`config.mk`:
```
export PLATFORM = sky130hd
export DESIGN_NAME = mem_arbiter_flat
export DESIGN_NICKNAME = d
export VERILOG_FILES = /design/src/rtl/mem_arbiter_pkg.sv /design/src/rtl/mem_arbiter_if.sv /design/src/rtl/mem_rr_arb.sv /design/src/rtl/mem_arbiter.sv /design/src/flat_wrapper.sv
export SDC_FILE = /design/constraint.sdc
export NUM_CORES = 1
export LEC_CHECK = 0
export CAP_MARGIN = 25
export CORE_UTILIZATION = 46
export CTS_BUF_LIST = sky130_fd_sc_hd__clkbuf_8
export DETAILED_ROUTE_END_ITERATION = 16
export GPL_ROUTABILITY_DRIVEN = 0
export HOLD_SLACK_MARGIN = 0.08
export PLACE_DENSITY = 0.85
export SETUP_SLACK_MARGIN = 0.3
export SKIP_CTS_REPAIR_TIMING = 1
export SYNTH_ARGS = -nofsm -noshare
export SYNTH_HDL_FRONTEND = slang
export SYNTH_SLANG_ARGS = --single-unit
```
`constraint.sdc`:
```
create_clock -name clk -period 3.05 [get_ports clk]
set_input_delay 0.4575 -clock clk [delete_from_list [all_inputs] [get_ports clk]]
set_output_delay 0.4575 -clock clk [all_outputs]
set_load 0.05 [all_outputs]
```
`src/rtl/mem_arbiter_pkg.sv`:
```
// Shared types and constants for the single-port memory arbiter.
package mem_arbiter_pkg;

    localparam int MA_ADDR_W = 16;
    localparam int MA_DATA_W = 8;

    typedef enum logic [1:0] {
        MA_IDLE   = 2'd0,
        MA_ADDR   = 2'd1,
        MA_ACCESS = 2'd2,
        MA_DONE   = 2'd3
    } ma_state_t;

    localparam logic OWNER_CPU = 1'b0;
    localparam logic OWNER_DMA = 1'b1;

endpackage

```
`src/rtl/mem_arbiter_if.sv`:
```
// Requester ports plus memory control pins of the arbiter.
interface mem_arbiter_if #(
    parameter int ADDR_W = 16,
    parameter int DATA_W = 8
);
    logic              cpu_req, cpu_we, cpu_ack;
    logic [ADDR_W-1:0] cpu_addr;
    logic [DATA_W-1:0] cpu_wdata, cpu_rdata;
    logic              dma_req, dma_we, dma_ack;
    logic [ADDR_W-1:0] dma_addr;
    logic [DATA_W-1:0] dma_wdata, dma_rdata;
    logic [DATA_W-1:0] mem_out;
    logic [ADDR_W-1:0] bus_out;
    logic              mar_we, mem_we, busy, owner;

    modport slave (
        input  cpu_req, cpu_we, cpu_addr, cpu_wdata,
        input  dma_req, dma_we, dma_addr, dma_wdata, mem_out,
        output cpu_ack, cpu_rdata, dma_ack, dma_rdata,
        output bus_out, mar_we, mem_we, busy, owner
    );

    modport master (
        output cpu_req, cpu_we, cpu_addr, cpu_wdata,
        output dma_req, dma_we, dma_addr, dma_wdata, mem_out,
        input  cpu_ack, cpu_rdata, dma_ack, dma_rdata,
        input  bus_out, mar_we, mem_we, busy, owner
    );
endinterface

```
`src/rtl/mem_rr_arb.sv`:
```
// Two-way round-robin picker; last_grant advances only when update is set.
module mem_rr_arb
    import mem_arbiter_pkg::*;
(
    input  logic       clk,
    input  logic       rst,
    input  logic [1:0] req,
    input  logic       update,
    output logic       grant_valid,
    output logic       grant_idx
);
    logic last_grant;

    // On a tie the side that did not win last time goes next.
    always_comb begin
        grant_valid = |req;
        grant_idx   = (&req) ? ~last_grant : req[1];
    end

    always_ff @(posedge clk) begin
        if (rst)
            last_grant <= OWNER_DMA;
        else if (update && grant_valid)
            last_grant <= grant_idx;
    end
endmodule

```
`src/rtl/mem_arbiter.sv`:
```
// Arbitrates CPU and DMA onto the memory: MAR load, access, then one-cycle ack.
module mem_arbiter
    import mem_arbiter_pkg::*;
#(
    parameter int ADDR_W = MA_ADDR_W,
    parameter int DATA_W = MA_DATA_W
) (
    input  logic          clk,
    input  logic          rst,
    mem_arbiter_if.slave  bus
);
    ma_state_t         state, state_nxt;
    logic              op_we;
    logic [ADDR_W-1:0] op_addr;
    logic [DATA_W-1:0] op_wdata;
    logic              owner_q, cpu_ack_q, dma_ack_q;
    logic [DATA_W-1:0] cpu_rdata_q, dma_rdata_q;
    logic              grant_valid, grant_idx, grant;

    assign grant = (state == MA_IDLE) && grant_valid;

    mem_rr_arb u_rr (
        .clk         (clk),
        .rst         (rst),
        .req         ({bus.dma_req, bus.cpu_req}),
        .update      (grant),
        .grant_valid (grant_valid),
        .grant_idx   (grant_idx)
    );

    // Memory pins decode from registered state only, so req never reaches a strobe.
    always_comb begin
        state_nxt   = state;
        bus.bus_out = '0;
        bus.mar_we  = 1'b0;
        bus.mem_we  = 1'b0;
        case (state)
            MA_IDLE:   if (grant_valid) state_nxt = MA_ADDR;
            MA_ADDR: begin
                state_nxt   = MA_ACCESS;
                bus.bus_out = op_addr;
                bus.mar_we  = 1'b1;
            end
            MA_ACCESS: begin
                state_nxt = MA_DONE;
                if (op_we) begin
                    bus.bus_out = ADDR_W'(op_wdata);
                    bus.mem_we  = 1'b1;
                end
            end
            MA_DONE:   state_nxt = MA_IDLE;
            default:   state_nxt = MA_IDLE;
        endcase
    end

    always_ff @(posedge clk) begin
        if (rst) begin
            state       <= MA_IDLE;
            op_we       <= 1'b0;
            op_addr     <= '0;
            op_wdata    <= '0;
            owner_q     <= OWNER_CPU;
            cpu_ack_q   <= 1'b0;
            dma_ack_q   <= 1'b0;
            cpu_rdata_q <= '0;
            dma_rdata_q <= '0;
        end else begin
            state     <= state_nxt;
            cpu_ack_q <= (state == MA_ACCESS) && (owner_q == OWNER_CPU);
            dma_ack_q <= (state == MA_ACCESS) && (owner_q == OWNER_DMA);
            if (grant) begin
                op_we    <= grant_idx ? bus.dma_we    : bus.cpu_we;
                op_addr  <= grant_idx ? bus.dma_addr  : bus.cpu_addr;
                op_wdata <= grant_idx ? bus.dma_wdata : bus.cpu_wdata;
                owner_q  <= grant_idx;
            end
            if (state == MA_ACCESS && !op_we) begin
                if (owner_q == OWNER_DMA) dma_rdata_q <= bus.mem_out;
                else                      cpu_rdata_q <= bus.mem_out;
            end
        end
    end

    assign bus.busy      = (state != MA_IDLE);
    assign bus.owner     = owner_q;
    assign bus.cpu_ack   = cpu_ack_q;
    assign bus.dma_ack   = dma_ack_q;
    assign bus.cpu_rdata = cpu_rdata_q;
    assign bus.dma_rdata = dma_rdata_q;
endmodule

```
`src/flat_wrapper.sv`:
```
// flat-port wrapper written by rule: the top's interface ports become plain ports
module mem_arbiter_flat import mem_arbiter_pkg::*;
#(
    parameter int ADDR_W = MA_ADDR_W,
    parameter int DATA_W = MA_DATA_W
)
  (clk, rst, bus_cpu_req, bus_cpu_we, bus_cpu_addr, bus_cpu_wdata, bus_dma_req, bus_dma_we, bus_dma_addr, bus_dma_wdata, bus_mem_out, bus_cpu_ack, bus_cpu_rdata, bus_dma_ack, bus_dma_rdata, bus_bus_out, bus_mar_we, bus_mem_we, bus_busy, bus_owner);
  mem_arbiter_if #(.ADDR_W(ADDR_W), .DATA_W(DATA_W)) bus_i ();
  input  logic clk;
  input  logic rst;
  input wire logic [$bits(bus_i.cpu_req)-1:0] bus_cpu_req;
  input wire logic [$bits(bus_i.cpu_we)-1:0] bus_cpu_we;
  input wire logic [$bits(bus_i.cpu_addr)-1:0] bus_cpu_addr;
  input wire logic [$bits(bus_i.cpu_wdata)-1:0] bus_cpu_wdata;
  input wire logic [$bits(bus_i.dma_req)-1:0] bus_dma_req;
  input wire logic [$bits(bus_i.dma_we)-1:0] bus_dma_we;
  input wire logic [$bits(bus_i.dma_addr)-1:0] bus_dma_addr;
  input wire logic [$bits(bus_i.dma_wdata)-1:0] bus_dma_wdata;
  input wire logic [$bits(bus_i.mem_out)-1:0] bus_mem_out;
  output wire logic [$bits(bus_i.cpu_ack)-1:0] bus_cpu_ack;
  output wire logic [$bits(bus_i.cpu_rdata)-1:0] bus_cpu_rdata;
  output wire logic [$bits(bus_i.dma_ack)-1:0] bus_dma_ack;
  output wire logic [$bits(bus_i.dma_rdata)-1:0] bus_dma_rdata;
  output wire logic [$bits(bus_i.bus_out)-1:0] bus_bus_out;
  output wire logic [$bits(bus_i.mar_we)-1:0] bus_mar_we;
  output wire logic [$bits(bus_i.mem_we)-1:0] bus_mem_we;
  output wire logic [$bits(bus_i.busy)-1:0] bus_busy;
  output wire logic [$bits(bus_i.owner)-1:0] bus_owner;
  assign bus_i.cpu_req = bus_cpu_req;
  assign bus_i.cpu_we = bus_cpu_we;
  assign bus_i.cpu_addr = bus_cpu_addr;
  assign bus_i.cpu_wdata = bus_cpu_wdata;
  assign bus_i.dma_req = bus_dma_req;
  assign bus_i.dma_we = bus_dma_we;
  assign bus_i.dma_addr = bus_dma_addr;
  assign bus_i.dma_wdata = bus_dma_wdata;
  assign bus_i.mem_out = bus_mem_out;
  assign bus_cpu_ack = bus_i.cpu_ack;
  assign bus_cpu_rdata = bus_i.cpu_rdata;
  assign bus_dma_ack = bus_i.dma_ack;
  assign bus_dma_rdata = bus_i.dma_rdata;
  assign bus_bus_out = bus_i.bus_out;
  assign bus_mar_we = bus_i.mar_we;
  assign bus_mem_we = bus_i.mem_we;
  assign bus_busy = bus_i.busy;
  assign bus_owner = bus_i.owner;
  mem_arbiter #(.ADDR_W(ADDR_W), .DATA_W(DATA_W)) u_core (.clk(clk), .rst(rst), .bus(bus_i));
endmodule
```
Word level (Yosys, flattened, before mapping)
Cells that the tools add are included.
- equality and inequality tests: 4
- multiplexer cells: 11
- bitwise operators: 2
- reductions and logical operators: 12
- operators by type and width (cell ; number):
    16-bit case mux with 2 select lines ; 1
    16-bit two-way mux ; 1
    8-bit two-way mux ; 2
    2-bit case mux with 4 select lines ; 1
    2-bit AND reduction ; 3
    1-bit logical AND ; 5
    1-bit two-way mux ; 5
    2-bit == test (second input constant) ; 2
    2-bit by 1-bit == test with 1-bit output (second input constant) ; 1
    2-bit logical NOT ; 1
    2-bit two-way mux ; 1
    2-bit by 1-bit inequality test with 1-bit output (second input constant) ; 1
    1-bit inverter ; 2
    2-bit nonzero test ; 1
    2-bit OR reduction ; 1
    1-bit logical NOT ; 1
- bits in registers: 47
- input port bits: 62
- output and inout port bits: 38
- word-level logic and storage cells: 39

Depth between registers and ports, before layout
Gate-level depths: netlist of the first run.
- word-level depth: 3
- depth in mapped cells: 7
- depth with buffers taken out: 5

Cells and area by module
Synthesis of the first run repeated with hierarchy kept, for this count alone.
- cells, all modules: 241
- area, all modules: 2175.8 µm²
- modules (own cells, without submodules) (module ; times used ; cells each ; area an instance (µm²) ; sequential area each (µm²)):
    mem_arbiter ; 1 ; 235 ; 2119.5 ; 920.9
    mem_rr_arb ; 1 ; 6 ; 56.3 ; 20.0

Worst setup path before layout of the first run
OpenSTA, ideal clock, no wires.
- kind: reg-to-output
- from: register u_core.state[0]
- to: output bus_bus_out[0]
- data arrival time: 2.187 ns
- data required time: 2.592 ns
- setup slack: 0.406 ns
- stages on the path, launching flop included: 7
- path buffers: 1
- cell sequence: dfxtp_1 -> inv_1 -> ha_1 -> and2_1 -> clkbuf_1 -> a22oi_1 -> nor2b_1
- longest elaborated chain between the ends: 2
- elaborated cells on any way between the ends: 3
- classes of those cells: 2 x eq/ne; 1 x mux
- ends and longest elaborated chain (element ; line ; source):
    start: declaration ; mem_arbiter.sv:12 ; ma_state_t state, state_nxt;
    start signal: assignment ; mem_arbiter.sv:68 ; state <= state_nxt;
    2-bit == test / 2-bit by 1-bit == test with 1-bit output (equally long branches) ; mem_arbiter.sv:37 ; case (state)
    16-bit case mux with 2 select lines * ; mem_arbiter.sv:37 ;
    end: declaration ; flat_wrapper.sv:24 ; output wire logic [$bits(bus_i.bus_out)-1:0] bus_bus_out;
Every way passes the cells marked *; elsewhere a longest branch is shown, timed or not.

Final worst setup path of the first run
- from: register u_core.state[1]
- to: output bus_bus_out[15]
The elaborated chain is that of the path after synthesis.

==> reports/metrics.yaml, run 1 <==
track_usage_pct: 23.8
diodes: 0
nNetsFinal: 404
post-route-min-period_ns: 2.53
cts_tree: "done"
portBuffers: 99
cts.clk_slew.worst_paths_ns: 0.08
dp_cells: 386
dr.pass1.iters: 10
cts_buffers: 5
syn-num-nets: 314
hold_slack_ns: 0.499
synth-seq-cells: 47
grt.overflow.total: 0
path_cells: "inv_1 -> ha_2 -> and2_1 -> clkdlybuf4s50_1"
grt_max_degree: 27
status: "complete, but fails checks"
ys_seq_area_share_pct: 42.1
rsz0062_at_grt: "false"
drive_above_1_share_pct: 10.6
timing.rr.start: "u_core.state[0]"
reg2reg_depth: 6
crit_start: "u_core.state[1]"
grt_pass1_vias: 2034
min_from: "u_core.op_addr[9]"
dieArea_um2: 5150
violations: "design-rule violations"
ys_types: 27
area_growth_pct: 47.9
synthAdderAreaFrac_pct: 1.68
p_leak_uw: 0.00145
setup_viol: 0
synth-compound-area-share_pct: 24.3
synthCells: 249
worstPathArrival_ns: 2.07
rows: 25
ant_nets: 0
antenna_found_initial: 0
ys.warnings.count: 0
critPathKind: "reg -> out"
hold_depth: 2
cts.sinks: 47
cts_htree_levels: 2
synthSimpleGateAreaFrac_pct: 18.6
yosys.area.top_type: "dfxtp_1"
drv_slew: 0
viasPerCell: 5.32
fp.dieW_um: 71.7
power_frac_seq_pct: 33.2
max_freq_ghz: 0.395
slew_headroom_pct: 49.9
post_drt_wl_per_cell_um: 15.1
core-area_um2: 4690
finalHoldViolCount: 0
clock_latency_ns: 0.29
cp_max_fo: 17
worstSetupEndpointType: "primary output"
worst_path_max_delay_cell: "clkdlybuf4s50_1"
wl_um: 5950
ys_top_cells_by_area: "dfxtp_1, a211oi_2, mux2i_1"
grt_pass1_wl_um: 9630
synth_area_um2: 2240
vias: 2096
start_kind: "flop"
max_cap_violations: 0
synth_top_family_by_area: "compound AO/OA/AOI/OAI gates"
r2r_setup_slack_ns: 1.29
switchingPower_uw: 1170
reg2reg_to: "u_core.op_addr[11]"
finalClockSkew_ns: 0.00550
post-route-drc-count: 2
cp_data_required_time_ns: 2.59
tightest_slew_ns: 0.750
syn_area_per_cell_um2: 8.98
p_sw_share_pct: 43.7
combPwrFrac_pct: 53.9
clk_path_buf_depth: 2
synthXorXnorAreaFrac_pct: 0
cts-root-buf: "clkbuf_8"
finalNonFillerCells: 394
io_pins: 100
internal-power_uw: 1510
cp-endpoint: "bus_bus_out[15]"
power_density_nw_per_um2: 809
hold_path_class: "reg -> reg"
dp_hpwl_um: 4270
max_stage_delay_ns: 0.81
die_h_um: 71.7
clkPwrFrac_pct: 12.9
fin_crit_sh_pct: 83.0
initial_core_util_pct: 47.7
synthMuxAreaShare_pct: 7.61
drtIter0Drc: 118
finalSetupTns_ns: 0
vdd_drop_max_v: 0.000653
netlist.area_leader.share_pct: 42.1
[layout make-up]
| type | instances | area [um2] |
|---|---|---|
| Timing Repair Buffer | 103 | 1040 |
| Sequential cell | 47 | 941 |
| Clock buffer | 5 | 68.8 |
| Inverter | 3 | 11.3 |
| Clock inverter | 3 | 12.5 |
| Tap cell | 54 | 67.6 |
| Multi-Input combinational cell | 179 | 1170 |
| Fill cell | 366 | 1380 |
[state kept, by name (all words and copies together), names as in the netlist]
register / flops
u_core.bus.owner: 1
u_core.bus.dma_rdata: 8
u_core.state: 2
u_core.u_rr.last_grant: 1
u_core.bus.dma_ack: 1
u_core.bus.cpu_ack: 1
u_core.op_addr: 16
u_core.op_wdata: 8
u_core.op_we: 1
u_core.bus.cpu_rdata: 8
[cells by family (layout without fill, tap and decap cells)]
logic type               after synthesis  after routing
multiplexers                          17             17
AND/OR/NAND/NOR                       93             93
flip-flops                            47             47
buffers and inverters                 23            114
adder cells (fa/ha/maj)                3              3
AO/OA/AOI/OAI                         66             66
[critical path: cells and delay by family, from the launching register on]
| kind | cells | cell delay (ns) |
|---|---|---|
| buffers and inverters | 2 | 0.89 |
| adder cells (fa/ha/maj) | 1 | 0.37 |
| flip-flops | 1 | 0.33 |
| AND/OR/NAND/NOR | 1 | 0.19 |
[synth_stat cells]
| master | count |
|---|---|
| and2_1 | 9 |
| and3b_1 | 1 |
| o21ai_2 | 1 |
| a22oi_1 | 9 |
| buf_4 | 1 |
| nand2_1 | 25 |
| a211oi_1 | 6 |
| nor2b_1 | 8 |
| nor2_1 | 44 |
| buf_6 | 3 |
| a21boi_4 | 1 |
| a21oi_1 | 26 |
| dfxtp_1 | 47 |
| clkbuf_1 | 5 |
| or2_2 | 1 |
| a21bo_2 | 1 |
| nor3_1 | 1 |
| a211oi_2 | 20 |
| buf_2 | 10 |
| ha_1 | 3 |
| nand3b_1 | 1 |
| a31oi_1 | 1 |
| inv_1 | 3 |
| o21a_1 | 1 |
| mux2i_1 | 17 |
| nor3b_1 | 3 |
| clkbuf_4 | 1 |
[through the flow]
| step | worst slack [ns] | total power, uW | util (%) | area, um2 |
|---|---|---|---|---|
| global placement | 0.583 | 2310 | 68.3 | 3200 |
| CTS | 0.176 | 2690 | 70.0 | 3280 |
| floorplan | 0.406 | 1940 | - | 2240 |
| finish | 0.518 | 2680 | 70.5 | 3310 |
| detailed placement | 0.504 | 2340 | 68.3 | 3200 |
| global route | 0.408 | 2850 | 70.5 | 3310 |
[power by group through the flow]
stage          registers (uW)  clock network (uW)  logic (uW)
2_1_floorplan             972                   0         970
3_3_place_gp              894                   0        1410
3_5_place_dp              901                   0        1440
4_1_cts                   888                 353        1450
5_1_grt                   907                 384        1560
6_report                  889                 346        1440
[routing by layer]
metal  wire length [um]  global-route usage, %  part of all wire, %  vias up
li1                   -                      -                    -     1038
met1               2510                   29.0                   42      990
met2               3130                   43.2                   53       64
met3                281                   5.34                  4.7        4
met4                 22                   4.58                 0.37        0
met5                  0                      0                    0        -
[how the worst min path moves through the flow]
stage,end,slack (ns)
5_1_grt,u_core.bus.cpu_rdata[2],0.53
2_1_floorplan,u_core.op_addr[10],0.47
6_report,u_core.op_addr[9],0.50
3_3_place_gp,u_core.bus.cpu_rdata[6],0.47
4_1_cts,u_core.op_addr[9],0.50
3_5_place_dp,u_core.bus.cpu_rdata[2],0.48
[cells in the final DEF, fill, tap and decap left out, drive strengths merged]
| master | n |
|---|---|
| or2 | 1 |
| a211oi | 26 |
| a21boi | 1 |
| dlymetal6s2s | 9 |
| clkbuf | 5 |
| buf | 5 |
| a22oi | 9 |
| nor2 | 44 |
| mux2i | 17 |
| nor2b | 8 |
| o21ai | 1 |
| clkinv | 1 |
| a31oi | 1 |
| a21bo | 1 |
| ha | 3 |
| clkdlybuf4s50 | 89 |
| and3b | 1 |
| nand2 | 25 |
| dfxtp | 47 |
| nor3b | 3 |
| and2 | 9 |
| nor3 | 1 |
| o21a | 1 |
| a21oi | 26 |
| nand3b | 1 |
| inv | 5 |
Power figures use the tool's default switching activity.
==> run 2, diff against run 1 <==
Settings changed: CORE_UTILIZATION 46 to 39, PLACE_DENSITY 0.85 to 0.77.
Clock period 3.05 ns to 2.2 ns, I/O delays scaled along.
==> reports/metrics.yaml, run 2 (same netlist as run 1, synthesis figures left out) <==
finalClockSkew_ns: 0.00486  # was 0.00550 ns
vdd_drop_max_v: 0.000706  # was 0.000653 V
grt.overflow.total: 0  # unchanged
nNetsFinal: 412  # was 404
drtIter0Drc: 86  # was 118
power_density_nw_per_um2: 1190  # was 809 nW/um2
post-route-drc-count: 0  # was 2
top_register: "u_core.op_addr"  # unchanged
cts-root-buf: "clkbuf_8"  # unchanged
path_cells: "inv_2 -> ha_4 -> buf_4 -> a22oi_2 -> nor2b_4 -> buf_12"  # was inv_1 -> ha_2 -> and2_1 -> clkdlybuf4s50_1
clk_path_buf_depth: 2  # unchanged
finish.utilization_pct: 66.1  # was 70.5%
dieArea_um2: 6040  # was 5150 um2
largest_register_ffs: 16  # unchanged
p_leak_uw: 0.00145  # about the same
post-route-min-period_ns: 1.88
cp-endpoint: "bus_bus_out[6]"  # was bus_bus_out[15]
reg2reg_depth: 5  # was 6
r2r_setup_slack_ns: 0.68  # was 1.29 ns
switchingPower_uw: 1850  # was 1170 uW
portBuffers: 99  # unchanged
combPwrFrac_pct: 55.5  # was 53.9%
drv_slew: 0  # unchanged
crit_start: "u_core.state[1]"  # unchanged
cts_htree_levels: 2  # unchanged
max_freq_ghz: 0.532
rows: 27  # was 25
cp_max_fo: 4  # was 17
io_pins: 100  # unchanged
vias: 2166  # was 2096
clkPwrFrac_pct: 14.8  # was 12.9%
worstSetupEndpointType: "primary output"  # unchanged
post_drt_wl_per_cell_um: 16.2  # was 15.1 um
worstPathArrival_ns: 1.55  # was 2.07 ns
internal-power_uw: 2500  # was 1510 uW
clock_latency_ns: 0.30  # was 0.29 ns
grt_pass1_wl_um: 10300  # was 9630 um
reg2reg_to: "u_core.bus.dma_rdata[6]"  # was u_core.op_addr[11]
track_usage_pct: 22.0  # was 23.8%
timing.rr.start: "u_core.state[0]"  # unchanged
wl_um: 6800  # was 5950 um
fin_crit_sh_pct: 85.5
dp_hpwl_um: 4740  # was 4270 um
finalHoldViolCount: 0  # unchanged
rsz0062_at_grt: "true"  # was false
area_growth_pct: 62.8  # was 47.9%
tightest_slew_ns: 0.889  # was 0.750 ns
max_cap_violations: 0  # unchanged
start_kind: "flop"  # unchanged
cts.clk_slew.worst_paths_ns: 0.09  # was 0.08 ns
viasPerCell: 5.16  # was 5.32
cp_data_required_time_ns: 1.87  # was 2.59 ns
core-area_um2: 5510  # was 4690 um2
layout_commonest_cell: "clkdlybuf4s50_1"  # unchanged
dr.pass1.iters: 4  # was 10
hold_path_class: "reg -> reg"  # unchanged
initial_core_util_pct: 40.6  # was 47.7%
grt_pass1_vias: 2105  # was 2034
cts.sinks: 47  # unchanged
finalSetupTns_ns: 0  # unchanged
status: "finished, final reports clean"  # was complete, but fails checks
power_frac_seq_pct: 29.7  # was 33.2%
slew_headroom_pct: 40.8  # was 49.9%
layout_common_cells: "clkdlybuf4s50_1, dfxtp_1, nor2_1, a21oi_1, nand2_1"  # unchanged
drive_above_1_share_pct: 25.3  # was 10.6%
ant_nets: 0  # unchanged
cts_tree: "done"  # unchanged
fillers: 435  # was 366
diodes: 0  # unchanged
fp.dieW_um: 77.7  # was 71.7 um
critPathKind: "reg -> out"  # unchanged
setup_viol: 0  # unchanged
p_sw_share_pct: 42.4  # was 43.7%
grt_max_degree: 42  # was 27
hold_depth: 2  # unchanged
antenna_found_initial: 0  # unchanged
worst_path_max_delay_cell: "dfxtp_4"  # was clkdlybuf4s50_1
max_stage_delay_ns: 0.38  # was 0.81 ns
cts_buffers: 5  # unchanged
die_h_um: 77.7  # was 71.7 um
==> run 2: layer usage <==
layer,up-vias,wire length (um),part of all wire (%),track usage [%]
li1,1053,-,-,-
met1,1053,2970,44,27.0
met2,50,3500,52,38.4
met3,10,207,3.0,3.76
met4,0,124,1.8,7.55
met5,-,0,0,0
==> run 2: final cells by class <==
| type | instances | area (um2) | area share, % |
|---|---|---|---|
| clock inverter | 3 | 43.8 | 1.20 |
| sequential | 47 | 948 | 26.0 |
| clock buffer | 5 | 68.8 | 1.89 |
| multi-input combinational | 180 | 1320 | 36.1 |
| inverter | 3 | 13.8 | 0.378 |
| timing repair buffer | 110 | 1160 | 31.9 |
| tap | 72 | 90.1 | 2.47 |
==> run 2: worst min path at each step <==
stage                              endpoint               startpoint  slack (ns)
finish              u_core.bus.cpu_rdata[1]  u_core.bus.cpu_rdata[1]        0.50
CTS                 u_core.bus.cpu_rdata[1]  u_core.bus.cpu_rdata[1]        0.51
global placement    u_core.bus.cpu_rdata[7]  u_core.bus.cpu_rdata[7]        0.47
floorplan                u_core.op_addr[10]         bus_cpu_addr[10]        0.47
global route        u_core.bus.cpu_rdata[1]  u_core.bus.cpu_rdata[1]        0.52
detailed placement  u_core.bus.cpu_rdata[1]  u_core.bus.cpu_rdata[1]        0.48
==> run 2: critical path, delay by kind of cell, from the launching register on <==
kind	cells	cell delay (ns)
buffers and inverters	3	0.37
adder cells (fa/ha/maj)	1	0.19
AO/OA/AOI/OAI	1	0.24
AND/OR/NAND/NOR	1	0.07
flip-flops	1	0.38
==> run 2: stage by stage <==
step	hold WS (ns)	instance area [um2]	std cells	total power (uW)	worst slack, ns
2_1_floorplan	0.471	2300	249	2800	0.342
3_3_place_gp	0.475	3400	408	3410	0.343
3_5_place_dp	0.483	3400	408	3460	0.311
4_1_cts	0.508	3510	416	4100	-0.00888
5_1_grt	0.523	3640	420	4570	0.254
6_report	0.504	3640	420	4350	0.319
==> run 2: power groups by stage <==
| stage | sequential [uW] | combinational (uW) | clock [uW] |
|---|---|---|---|
| after floorplan | 1350 | 1450 | 0 |
| after global placement | 1250 | 2160 | 0 |
| after detailed placement | 1260 | 2200 | 0 |
| after CTS | 1240 | 2210 | 653 |
| after global routing | 1310 | 2570 | 688 |
| final | 1290 | 2420 | 645 |
==> run 3, diff against run 2 <==
Settings changed: GPL_TIMING_DRIVEN set to 0.
==> reports/metrics.yaml, run 3 (same netlist as run 1, synthesis figures left out) <==
vias: 2209  # was 2166
cts_buffers: 5  # unchanged
worstSetupEndpointType: "primary output"  # unchanged
finish.utilization_pct: 65.3  # was 66.1%
crit_start: "u_core.state[0]"  # was u_core.state[1]
worst_path_max_delay_cell: "dfxtp_4"  # unchanged
grt_pass1_vias: 2144  # was 2105
grt.overflow.total: 0  # unchanged
antenna_found_initial: 0  # unchanged
wl_um: 6360  # was 6800 um
cts_htree_levels: 2  # unchanged
cts_tree: "done"  # unchanged
switchingPower_uw: 1790  # was 1850 uW
reg2reg_to: "u_core.op_wdata[5]"  # was u_core.bus.dma_rdata[6]
finalHoldViolCount: 0  # unchanged
core-area_um2: 5510  # unchanged
reg2reg_depth: 8  # was 5
power_uw: 4130  # was 4350 uW
post-route-min-period_ns: 1.89  # was 1.88 ns
clock_latency_ns: 0.30  # about the same
layout_commonest_cell: "clkdlybuf4s50_1"  # unchanged
power_density_nw_per_um2: 1150  # was 1190 nW/um2
ant_nets: 0  # unchanged
critPathKind: "reg -> out"  # unchanged
dieArea_um2: 6040  # unchanged
dr.pass1.iters: 6  # was 4
finalSetupTns_ns: 0  # unchanged
max_stage_delay_ns: 0.38  # about the same
status: "finished, final reports clean"  # unchanged
start_kind: "flop"  # unchanged
layout_common_cells: "clkdlybuf4s50_1, dfxtp_1, nor2_1, a21oi_1, nand2_1"  # unchanged
tightest_slew_ns: 0.688  # was 0.889 ns
combPwrFrac_pct: 57.1  # was 55.5%
initial_core_util_pct: 40.6  # unchanged
worstPathArrival_ns: 1.56  # was 1.55 ns
setup_viol: 0  # unchanged
drtIter0Drc: 76  # was 86
slew_headroom_pct: 54.1  # was 40.8%
die_h_um: 77.7  # unchanged
clk_path_buf_depth: 2  # unchanged
track_usage_pct: 21.4  # was 22.0%
r2r_setup_slack_ns: 0.44  # was 0.68 ns
portBuffers: 97  # was 99
path_cells: "inv_4 -> ha_4 -> and2_4 -> buf_6 -> a22oi_2 -> nor2b_4 -> buf_8"  # was inv_2 -> ha_4 -> buf_4 -> a22oi_2 -> nor2b_4 -> buf_12
max_cap_violations: 0  # unchanged
viasPerCell: 5.11  # was 5.16
area_growth_pct: 60.9  # was 62.8%
drv_slew: 0  # unchanged
vdd_drop_max_v: 0.000728  # was 0.000706 V
power_frac_seq_pct: 30.9  # was 29.7%
cp-endpoint: "bus_bus_out[1]"  # was bus_bus_out[6]
diodes: 0  # unchanged
fin_crit_sh_pct: 85.8  # was 85.5%
io_pins: 100  # unchanged
cp_max_fo: 5  # was 4
largest_register_ffs: 16  # unchanged
fp.dieW_um: 77.7  # unchanged
cts.sinks: 47  # unchanged
grt_max_degree: 14  # was 42
nNetsFinal: 424  # was 412
drive_above_1_share_pct: 26.4  # was 25.3%
cp_data_required_time_ns: 1.87  # about the same
post-route-drc-count: 0  # unchanged
dpl_cell_area_um2: 3360  # was 3400 um2
rsz0062_at_grt: "true"  # unchanged
rows: 27  # unchanged
clkPwrFrac_pct: 12.0  # was 14.8%
cts.clk_slew.worst_paths_ns: 0.08  # was 0.09 ns
finalClockSkew_ns: 0.00668  # was 0.00486 ns
cts-root-buf: "clkbuf_8"  # unchanged
dp_hpwl_um: 4640  # was 4740 um
p_leak_uw: 0.00147  # was 0.00145 uW
hold_path_class: "in -> reg"  # was reg -> reg
internal-power_uw: 2340  # was 2500 uW
pre_cts_ws_ns: -0.309  # was 0.311 ns
fin_ws_ns: 0.312  # was 0.319 ns
top_register: "u_core.op_addr"  # unchanged
stdcell_area_um2: 3600  # was 3640 um2
post_drt_wl_per_cell_um: 14.7  # was 16.2 um
timing.rr.start: "u_core.state[0]"  # unchanged
grt_pass1_wl_um: 10200  # was 10300 um
p_sw_share_pct: 43.3  # was 42.4%
max_freq_ghz: 0.530  # was 0.532 GHz
-- run 3: cell count changes in the layout (fill, tap and decap cells not counted), sizes merged --
cell / change
inv: +2
clkdlybuf4s50: -1
and2: -1
bufinv: -1
clkbuf: +13
clkinv: -1
dlymetal6s2s: +1
-- run 3: layer usage --
metal / vias up / wire (um) / track usage [%]
met5: - / 0 / 0
met4: 0 / 59 / 7.36
met3: 9 / 288 / 4.24
met2: 55 / 3290 / 37.8
met1: 1071 / 2720 / 25.8
li1: 1074 / - / -
-- run 3: layout make-up --
class	instances	area, um2
repair buffers	103	1020
multi-input cells	179	1310
plain buffers	20	133
fillers	457	1910
well taps	72	90.1
flip-flops and latches	47	948
clock inverters	3	12.5
clock buffers	5	68.8
inverters	3	13.8
-- run 3: critical path: cells and delay by family, from the launching register on --
family	cells	cell delay [ns]
buf+inv	3	0.32
compound gates	1	0.19
flops	1	0.38
simple gates	2	0.22
fa+ha+maj	1	0.15
-- run 3: worst min path at each step --
stage / from / end / depth (start not counted) / slack [ns]
2_1_floorplan: bus_cpu_addr[10] / u_core.op_addr[10] / 2 / 0.47
3_3_place_gp: u_core.bus.dma_rdata[2] / u_core.bus.dma_rdata[2] / 2 / 0.48
3_5_place_dp: u_core.bus.cpu_rdata[3] / u_core.bus.cpu_rdata[3] / 2 / 0.49
4_1_cts: rst / u_core.op_addr[10] / 2 / 0.33
5_1_grt: rst / u_core.op_addr[9] / 2 / 0.34
6_report: rst / u_core.op_addr[10] / 2 / 0.32
-- run 3: power by group through the flow --
stage          Sequential (uW)  Clock (uW)  Combinational (uW)
2_1_floorplan             1350           0                1450
3_3_place_gp              1240           0                2130
3_5_place_dp              1250           0                2160
4_1_cts                   1230         510                2160
5_1_grt                   1300         536                2560
6_report                  1280         498                2360
-- run 3: stage by stage --
stage / hold slack, ns / cells
finish: 0.320 / 432
global route: 0.345 / 432
CTS: 0.327 / 426
detailed placement: 0.488 / 418
global placement: 0.476 / 418
floorplan: 0.471 / 249
